`config.mk`:
```
export PLATFORM = sky130hd
export DESIGN_NAME = mem_arbiter
export DESIGN_NICKNAME = d
export VERILOG_FILES = /design/src/rtl/mem_arb_pkg.sv /design/src/rtl/arb_rr2.sv /design/src/rtl/mem_arbiter.sv
export SDC_FILE = /design/constraint.sdc
export NUM_CORES = 1
export LEC_CHECK = 0
export ABC_CLOCK_PERIOD_IN_PS = 1650
export BUFFER_PORTS_ARGS = -buffer_cell sky130_fd_sc_hd__buf_2
export CORE_AREA = 2 2 282 284
export DETAILED_ROUTE_END_ITERATION = 12
export DIE_AREA = 0 0 284 286
export HOLD_SLACK_MARGIN = 0.02
export PLACE_DENSITY = 0.42
export SETUP_SLACK_MARGIN = 0.4
export SLEW_MARGIN = 20
export SYNTH_ARGS = -nofsm -noshare
export SYNTH_HDL_FRONTEND = slang
export SYNTH_HIERARCHICAL = 1
export SYNTH_SLANG_ARGS = --single-unit
```
`constraint.sdc`:
```
create_clock -name clk -period 1.65 [get_ports clk]
set_input_delay 0.165 -clock clk [delete_from_list [all_inputs] [get_ports clk]]
set_output_delay 0.165 -clock clk [all_outputs]
set_load 0.1 [all_outputs]
```
`src/rtl/mem_arb_pkg.sv`:
```
// rtl/mem_arb_pkg.sv - shared state encoding, port ids and width defaults for mem_arbiter
package mem_arb_pkg;

  localparam int ADDR_W_DEF = 28;
  localparam int DATA_W_DEF = 128;

  typedef enum logic [1:0] {
    IDLE   = 2'd0,
    BUSY_I = 2'd1,
    BUSY_D = 2'd2
  } state_t;

  localparam logic PORT_I = 1'b0;
  localparam logic PORT_D = 1'b1;

endpackage

```
`src/rtl/arb_rr2.sv`:
```
// rtl/arb_rr2.sv - combinational two-way picker, round-robin on ties
// ARB_DCACHE_PRIORITY_EN: D-cache always wins ties instead.
module arb_rr2
  import mem_arb_pkg::*;
(
  input  logic req_i,
  input  logic req_d,
  input  logic last,
  output logic winner
);

  logic w_tie_pick;

`ifdef ARB_DCACHE_PRIORITY_EN
  // last is still tracked by the top but cannot influence a tie here
  assign w_tie_pick = last | PORT_D;
`else
  assign w_tie_pick = ~last;
`endif

  always_comb begin
    winner = PORT_I;
    if (req_i && req_d) begin
      winner = w_tie_pick;
    end else if (req_d) begin
      winner = PORT_D;
    end
  end

endmodule

```
`src/rtl/mem_arbiter.sv`:
```
// rtl/mem_arbiter.sv - one-transaction I/D cache arbiter for the shared off-chip memory
// Tie policy is selected in arb_rr2 by ARB_DCACHE_PRIORITY_EN.
module mem_arbiter
  import mem_arb_pkg::*;
#(
  parameter int ADDR_W = ADDR_W_DEF,
  parameter int DATA_W = DATA_W_DEF
) (
  input  logic              clk,
  input  logic              rst,
  input  logic              ic_read,
  input  logic [ADDR_W-1:0] ic_addr,
  output logic [DATA_W-1:0] ic_rdata,
  output logic              ic_ready,
  input  logic              dc_read,
  input  logic              dc_write,
  input  logic [ADDR_W-1:0] dc_addr,
  input  logic [DATA_W-1:0] dc_wdata,
  output logic [DATA_W-1:0] dc_rdata,
  output logic              dc_ready,
  output logic              mem_read,
  output logic              mem_write,
  output logic [ADDR_W-1:0] mem_addr,
  output logic [DATA_W-1:0] mem_wdata,
  input  logic [DATA_W-1:0] mem_rdata,
  input  logic              mem_ready
);

  state_t              r_state;
  logic                r_last;
  logic                r_mem_read;
  logic                r_mem_write;
  logic [ADDR_W-1:0]   r_mem_addr;
  logic [DATA_W-1:0]   r_mem_wdata;

  logic                w_req_i;
  logic                w_req_d;
  logic                w_winner;

  assign w_req_i = ic_read;
  assign w_req_d = dc_read | dc_write;

  arb_rr2 u_arb (
    .req_i  (w_req_i),
    .req_d  (w_req_d),
    .last   (r_last),
    .winner (w_winner)
  );

  always_ff @(posedge clk or negedge rst) begin
    if (!rst) begin
      r_state     <= IDLE;
      r_last      <= PORT_D;
      r_mem_read  <= 1'b0;
      r_mem_write <= 1'b0;
      r_mem_addr  <= '0;
      r_mem_wdata <= '0;
    end else begin
      case (r_state)
        IDLE: begin
          if (w_req_i || w_req_d) begin
            r_last <= w_winner;
            if (w_winner == PORT_D) begin
              // write wins if the D-cache raises both commands
              r_state     <= BUSY_D;
              r_mem_read  <= ~dc_write;
              r_mem_write <= dc_write;
              r_mem_addr  <= dc_addr;
              if (dc_write) begin
                r_mem_wdata <= dc_wdata;
              end
            end else begin
              r_state     <= BUSY_I;
              r_mem_read  <= 1'b1;
              r_mem_write <= 1'b0;
              r_mem_addr  <= ic_addr;
            end
          end
        end
        BUSY_I, BUSY_D: begin
          if (mem_ready) begin
            r_state     <= IDLE;
            r_mem_read  <= 1'b0;
            r_mem_write <= 1'b0;
          end
        end
        default: begin
          r_state     <= IDLE;
          r_mem_read  <= 1'b0;
          r_mem_write <= 1'b0;
        end
      endcase
    end
  end

  assign mem_read  = r_mem_read;
  assign mem_write = r_mem_write;
  assign mem_addr  = r_mem_addr;
  assign mem_wdata = r_mem_wdata;

  // completion is routed to the owner in the same cycle memory signals it
  assign ic_ready = (r_state == BUSY_I) && mem_ready;
  assign dc_ready = (r_state == BUSY_D) && mem_ready;
  assign ic_rdata = mem_rdata;
  assign dc_rdata = mem_rdata;

endmodule

```
---- After elaboration in Yosys (flattened, before gate mapping) ----
Index checks and enable logic that the tools add are counted.
W data, S select, Z words.
operators by class
  add/subtract/negate cells ............... 0
  $mul .................................... 0
  div/mod/pow operators ................... 0
  order comparisons ....................... 0
  eq/ne operators ......................... 4
  shift-type cells ........................ 0
  mux-type cells .......................... 14
  bitwise gates (word level) .............. 3
  reduce and logical (&&, ||, !) cells .... 9
operator list
  cell                  count
  $mux W28              1
  $mux W1               7
  $mux W2               3
  $ne A2 B2 Y1 const B  2
  $pmux W1 S2           2
  $pmux W2 S2           1
  $reduce_and A2 Y1     2
  $reduce_and A4 Y1     1
  $logic_and A1 B1 Y1   3
  $eq A2 B1 Y1 const B  1
  $eq A2 B2 Y1 const B  1
  $logic_not A2 Y1      1
  $not A1 Y1            2
  $reduce_or A2 Y1      1
  $logic_or A1 B1 Y1    1
  $or A1 B1 Y1          1
word-level totals
  register bits ........................... 161
  latch bits .............................. 0
  memory bits (writable) .................. 0
  ROM bits ................................ 0
  bits of input ports ..................... 318
  word-level logic and storage cells ...... 36
  memories kept ........................... 0

---- Longest topological paths before layout ----
  depth in word-level cells ............... 6
  gate-level depth with buffers ........... 7

---- By module ----
The synthesis kept the hierarchy.
by module, submodules not included
  module       times used  cells an instance  area each (um^2)
  mem_arbiter  1           674                8282.9
  arb_rr2      1           1                  11.3

---- Least setup slack after synthesis ----
No wires, ideal clock.
  kind .................................... input-to-reg
  start point ............................. in dc_read
  end point ............................... reg r_mem_wdata[118], in the netlist mem_wdata[118]
  arrival ................................. 1444 ps
  required time ........................... 1524 ps
  slack ................................... 80 ps
  stages .................................. 7
  path buffers ............................ 3
  cell sequence ........................... or2_2 > a21boi_2 > buf_2 > nand3_2 > buf_4 > buf_6 > mux2_2
between the ends
  longest elaborated chain between the ends .. 4
RTL lines
  element                                                RTL line                      source
  start: declaration                                     mem_arbiter.sv:15             input logic dc_read,
  $or A1 B1 Y1 (*)                                       mem_arbiter.sv:41             assign w_req_d = dc_read | dc_write;
  $mux W1 / $logic_and A1 B1 Y1 (equally long branches)  arb_rr2.sv:25, arb_rr2.sv:23
  $mux W1 (*)                                            arb_rr2.sv:23                 if (req_i && req_d) begin
  net w_winner                                           mem_arbiter.sv:38             logic w_winner;
  $reduce_and A4 Y1 (no source line) (*)                 n/a
  end signal: assignment                                 mem_arbiter.sv:70             r_mem_wdata <= dc_wdata;
  end: declaration                                       mem_arbiter.sv:34             logic [DATA_W-1:0] r_mem_wdata;
The timed path passes the listed nets; every way through them passes the cells marked *.
A chain may end at the register's enable or synchronous reset.

---- Final worst setup path ----
  start point ............................. reg r_state[1]
  end point ............................... reg r_mem_wdata[42], in the netlist mem_wdata[42]
between the ends
  longest elaborated chain between the ends .. 2
RTL lines
  element                             RTL line           source
  start: declaration                  mem_arbiter.sv:29  state_t r_state;
  start signal: assignment            mem_arbiter.sv:52  r_state <= IDLE;
  start signal: assignment            mem_arbiter.sv:65  r_state <= BUSY_D;
  start signal: assignment            mem_arbiter.sv:73  r_state <= BUSY_I;
  $logic_not A2 Y1                    mem_arbiter.sv:59  case (r_state)
  $reduce_and A4 Y1 (no source line)  n/a
No other way between the ends.

==> flow_metrics.env <==
export IMPL_status="finished, violations left"
export IMPL_violations="setup timing"
export IMPL_r2r_start="r_state[1]"
export IMPL_syn2layout_area_growth_pct=88.5
export IMPL_reg2reg_setup_slack_ns=-0.02
export IMPL_max_freq_mhz=599
export IMPL_grt_pass1_wl_microns=41400
export IMPL_fin_util_pct=19.9
export IMPL_worstHoldEndpoint="mem_addr[23]"
export IMPL_synth_top_cell_by_area="dfrtp_1"
export IMPL_die_height_microns=286
export IMPL_holdPathStages=4
export IMPL_postLayoutCellArea_sq_mm=0.0156
export IMPL_place_congestion=0.829
export IMPL_design_core_area_sq_mm=0.0784
export IMPL_port_buffers=349
export IMPL_synth_warnings=6
export IMPL_met1_usage_pct=6.37
export IMPL_final_common_cell="buf_2"
export IMPL_drive_gt1_share_pct=62.8
export IMPL_fin_tns_setup_ns=-0.119
export IMPL_rsz0062_at_grt="true"
export IMPL_hold_viol=0
export IMPL_num_rows=103
export IMPL_cp_arrival_ns=2.02
export IMPL_maxSlewHeadroom_pct=59.5
export IMPL_busiest_layer="met2"
export IMPL_yosysTopAreaCellShare_pct=48.3
export IMPL_h_tree_depth=4
export IMPL_wire_per_inst_microns=14.9
export IMPL_drc_errors=0
export IMPL_path_class="flop to flop"
export IMPL_vias_per_cell=2.95
export IMPL_rr_worst_depth=6
export IMPL_ys_types=23
export IMPL_multiInputGateArea_sq_mm=0.00250
export IMPL_start_util_pct=10.6
export IMPL_clockRootBuffer="clkbuf_16"
export IMPL_fin_ws_ns=-0.0203
export IMPL_hold_start="ic_addr[23]"
export IMPL_tightest_slew_ns=0.607
export IMPL_grt_remaining_overflow=0
export IMPL_cts_tree="yes"
export IMPL_synth_nets=996
export IMPL_synth_simple_area_share_pct=1.90
export IMPL_timing_rr_end="mem_wdata[42]"
export IMPL_post_route_min_period_ns=1.67
export IMPL_wirelength_microns=31400
export IMPL_synth_area_leaders="dfrtp_1, buf_4, mux2_2, mux2i_1, o21ai_0"
export IMPL_avgSynthCellArea_sq_um=12.3
export IMPL_drtAntennaViolNets=0
export IMPL_grt_max_degree=47
export IMPL_synthXorXnorAreaFrac_pct=0
export IMPL_whs_ns=0.141
export IMPL_cp_start_kind="flop"
export IMPL_ys_seq_area_share_pct=48.6
export IMPL_post_dp_hpwl_microns=18400
export IMPL_finalCritPeriodShare_pct=101
export IMPL_top_level_ports=734
export IMPL_required_ns=2.00
export IMPL_syn_area_sq_mm=0.00829
export IMPL_drtIter0Drc=158
export IMPL_grt_use_total_pct=6.95
export IMPL_dr_pass1_iters=4
export IMPL_clk_pin_slew_ns=0.08
export IMPL_synthFlopType="dfrtp_1"
export IMPL_fp_dieW_microns=284
export IMPL_synthMuxAreaShare_pct=20.9
export IMPL_synthAdderAreaFrac_pct=0.453
export IMPL_grt_pass1_vias=6783
export IMPL_ys_ff_latch=161
export IMPL_nets=1367
export IMPL_regArea_sq_mm=0.00405
export IMPL_num_fill_cells=8364
export IMPL_setup_viol=15
export IMPL_path_max_fanout=13
export IMPL_via_count=6226
export IMPL_synthCells=675
export IMPL_use_met2_pct=11.7
export IMPL_dpl_instance_area_sq_mm=0.00975
export IMPL_numCtsBuffers=17
export IMPL_end_kind="flop"
export IMPL_synth_top_family_by_area="buffers and inverters"
export IMPL_antenna_found_initial=1
export IMPL_report_final_slew_viol_count=0
export IMPL_cts_sinks=161
export IMPL_mostFrequentLayoutCells="buf_2, dlygate4sd3_1, buf_12"
export IMPL_synth_compound_area_share_pct=2.58
export IMPL_ys_async_sr_fraction_pct=100
export IMPL_hp_class="primary input to flop"
export IMPL_cap_violations=0
export IMPL_finClkSkew_ns=0.0189
export IMPL_die_area_sq_mm=0.0812
export IMPL_synth_edf_count=0
export IMPL_cts_buffer_depth=2
export IMPL_met3_usage_pct=3.25
export IMPL_clk_latency_ns=0.47
layout make-up:
type | instances | share of cell area [%]
clock buffer | 23 | 2.99
tap | 1050 | 8.40
inverter | 2 | 0.0480
antenna | 1 | 0.0160
timing repair buffer | 632 | 45.8
multi-input combinational | 232 | 16.0
sequential | 161 | 25.9
clock inverter | 8 | 0.824
registers in the layout, summed over array words and instances (netlist names):
name	count
mem_addr	28
mem_read	1
mem_wdata	128
mem_write	1
r_last	1
r_state	2
metal layers:
metal / vias up / wire length (microns)
met5: - / 0
met4: 0 / 1900
met3: 92 / 2930
li1: 2722 / -
met2: 456 / 16200
met1: 2956 / 10300
how the worst max path moves through the flow:
stage	slack, ns	endpoint	start	depth (start not counted)
3_5_place_dp	-0.07	mem_wdata[55]	dc_read	7
5_1_grt	-0.08	mem_wdata[41]	r_last	5
2_1_floorplan	0.15	mem_wdata[100]	r_last	6
3_3_place_gp	-0.07	mem_addr[23]	dc_read	7
4_1_cts	-0.05	dc_ready	r_state[1]	4
6_report	-0.02	mem_wdata[42]	r_state[1]	6
critical path, stage by stage, from the launching register on:
cell,delay (ns)
dfrtp_1,0.41
inv_2,0.11
ha_4,0.17
nand3_4,0.10
buf_12,0.18
clkbuf_16,0.21
mux2_4,0.31
repair_timing:
action | CTS | global route
setup endpoints to repair | 321 | 321
buffers inserted | 17 | 29
pin swaps | 4 | 8
gates cloned | 5 | 9
hold buffers | 184 | 0
endpoints found under the hold margin | 184 | 0
resized for setup | 538 | 249
per-stage QoR:
step | instances | setup WS, ns
after global placement | 1833 | -0.0677
after detailed placement | 1833 | -0.0694
final | 2109 | -0.0203
after global routing | 2109 | -0.0797
after CTS | 2070 | -0.0523
after floorplan | 675 | 0.147
kinds of logic (layout without fill, tap and decap cells):
group,Yosys count,in the layout
flip-flops,161,161
multiplexers,157,157
AND/OR/NAND/NOR,37,37
adder cells (fa/ha/maj),3,3
other,0,1
buffers and inverters,282,665
AO/OA/AOI/OAI,35,35
synthesized netlist by cell type (all sizes together) (2+ instances only):
library cell and number:
buf 276, dfrtp 160, mux2 129, nand2 29, mux2i 28, o21ai 28
clkbuf 4, ha 3, a21o 2, a22o 2, and2 2, inv 2
nor3 2
Power is not shown: default switching activity piles up to over one toggle a cycle in this logic, so the estimate is an artifact.
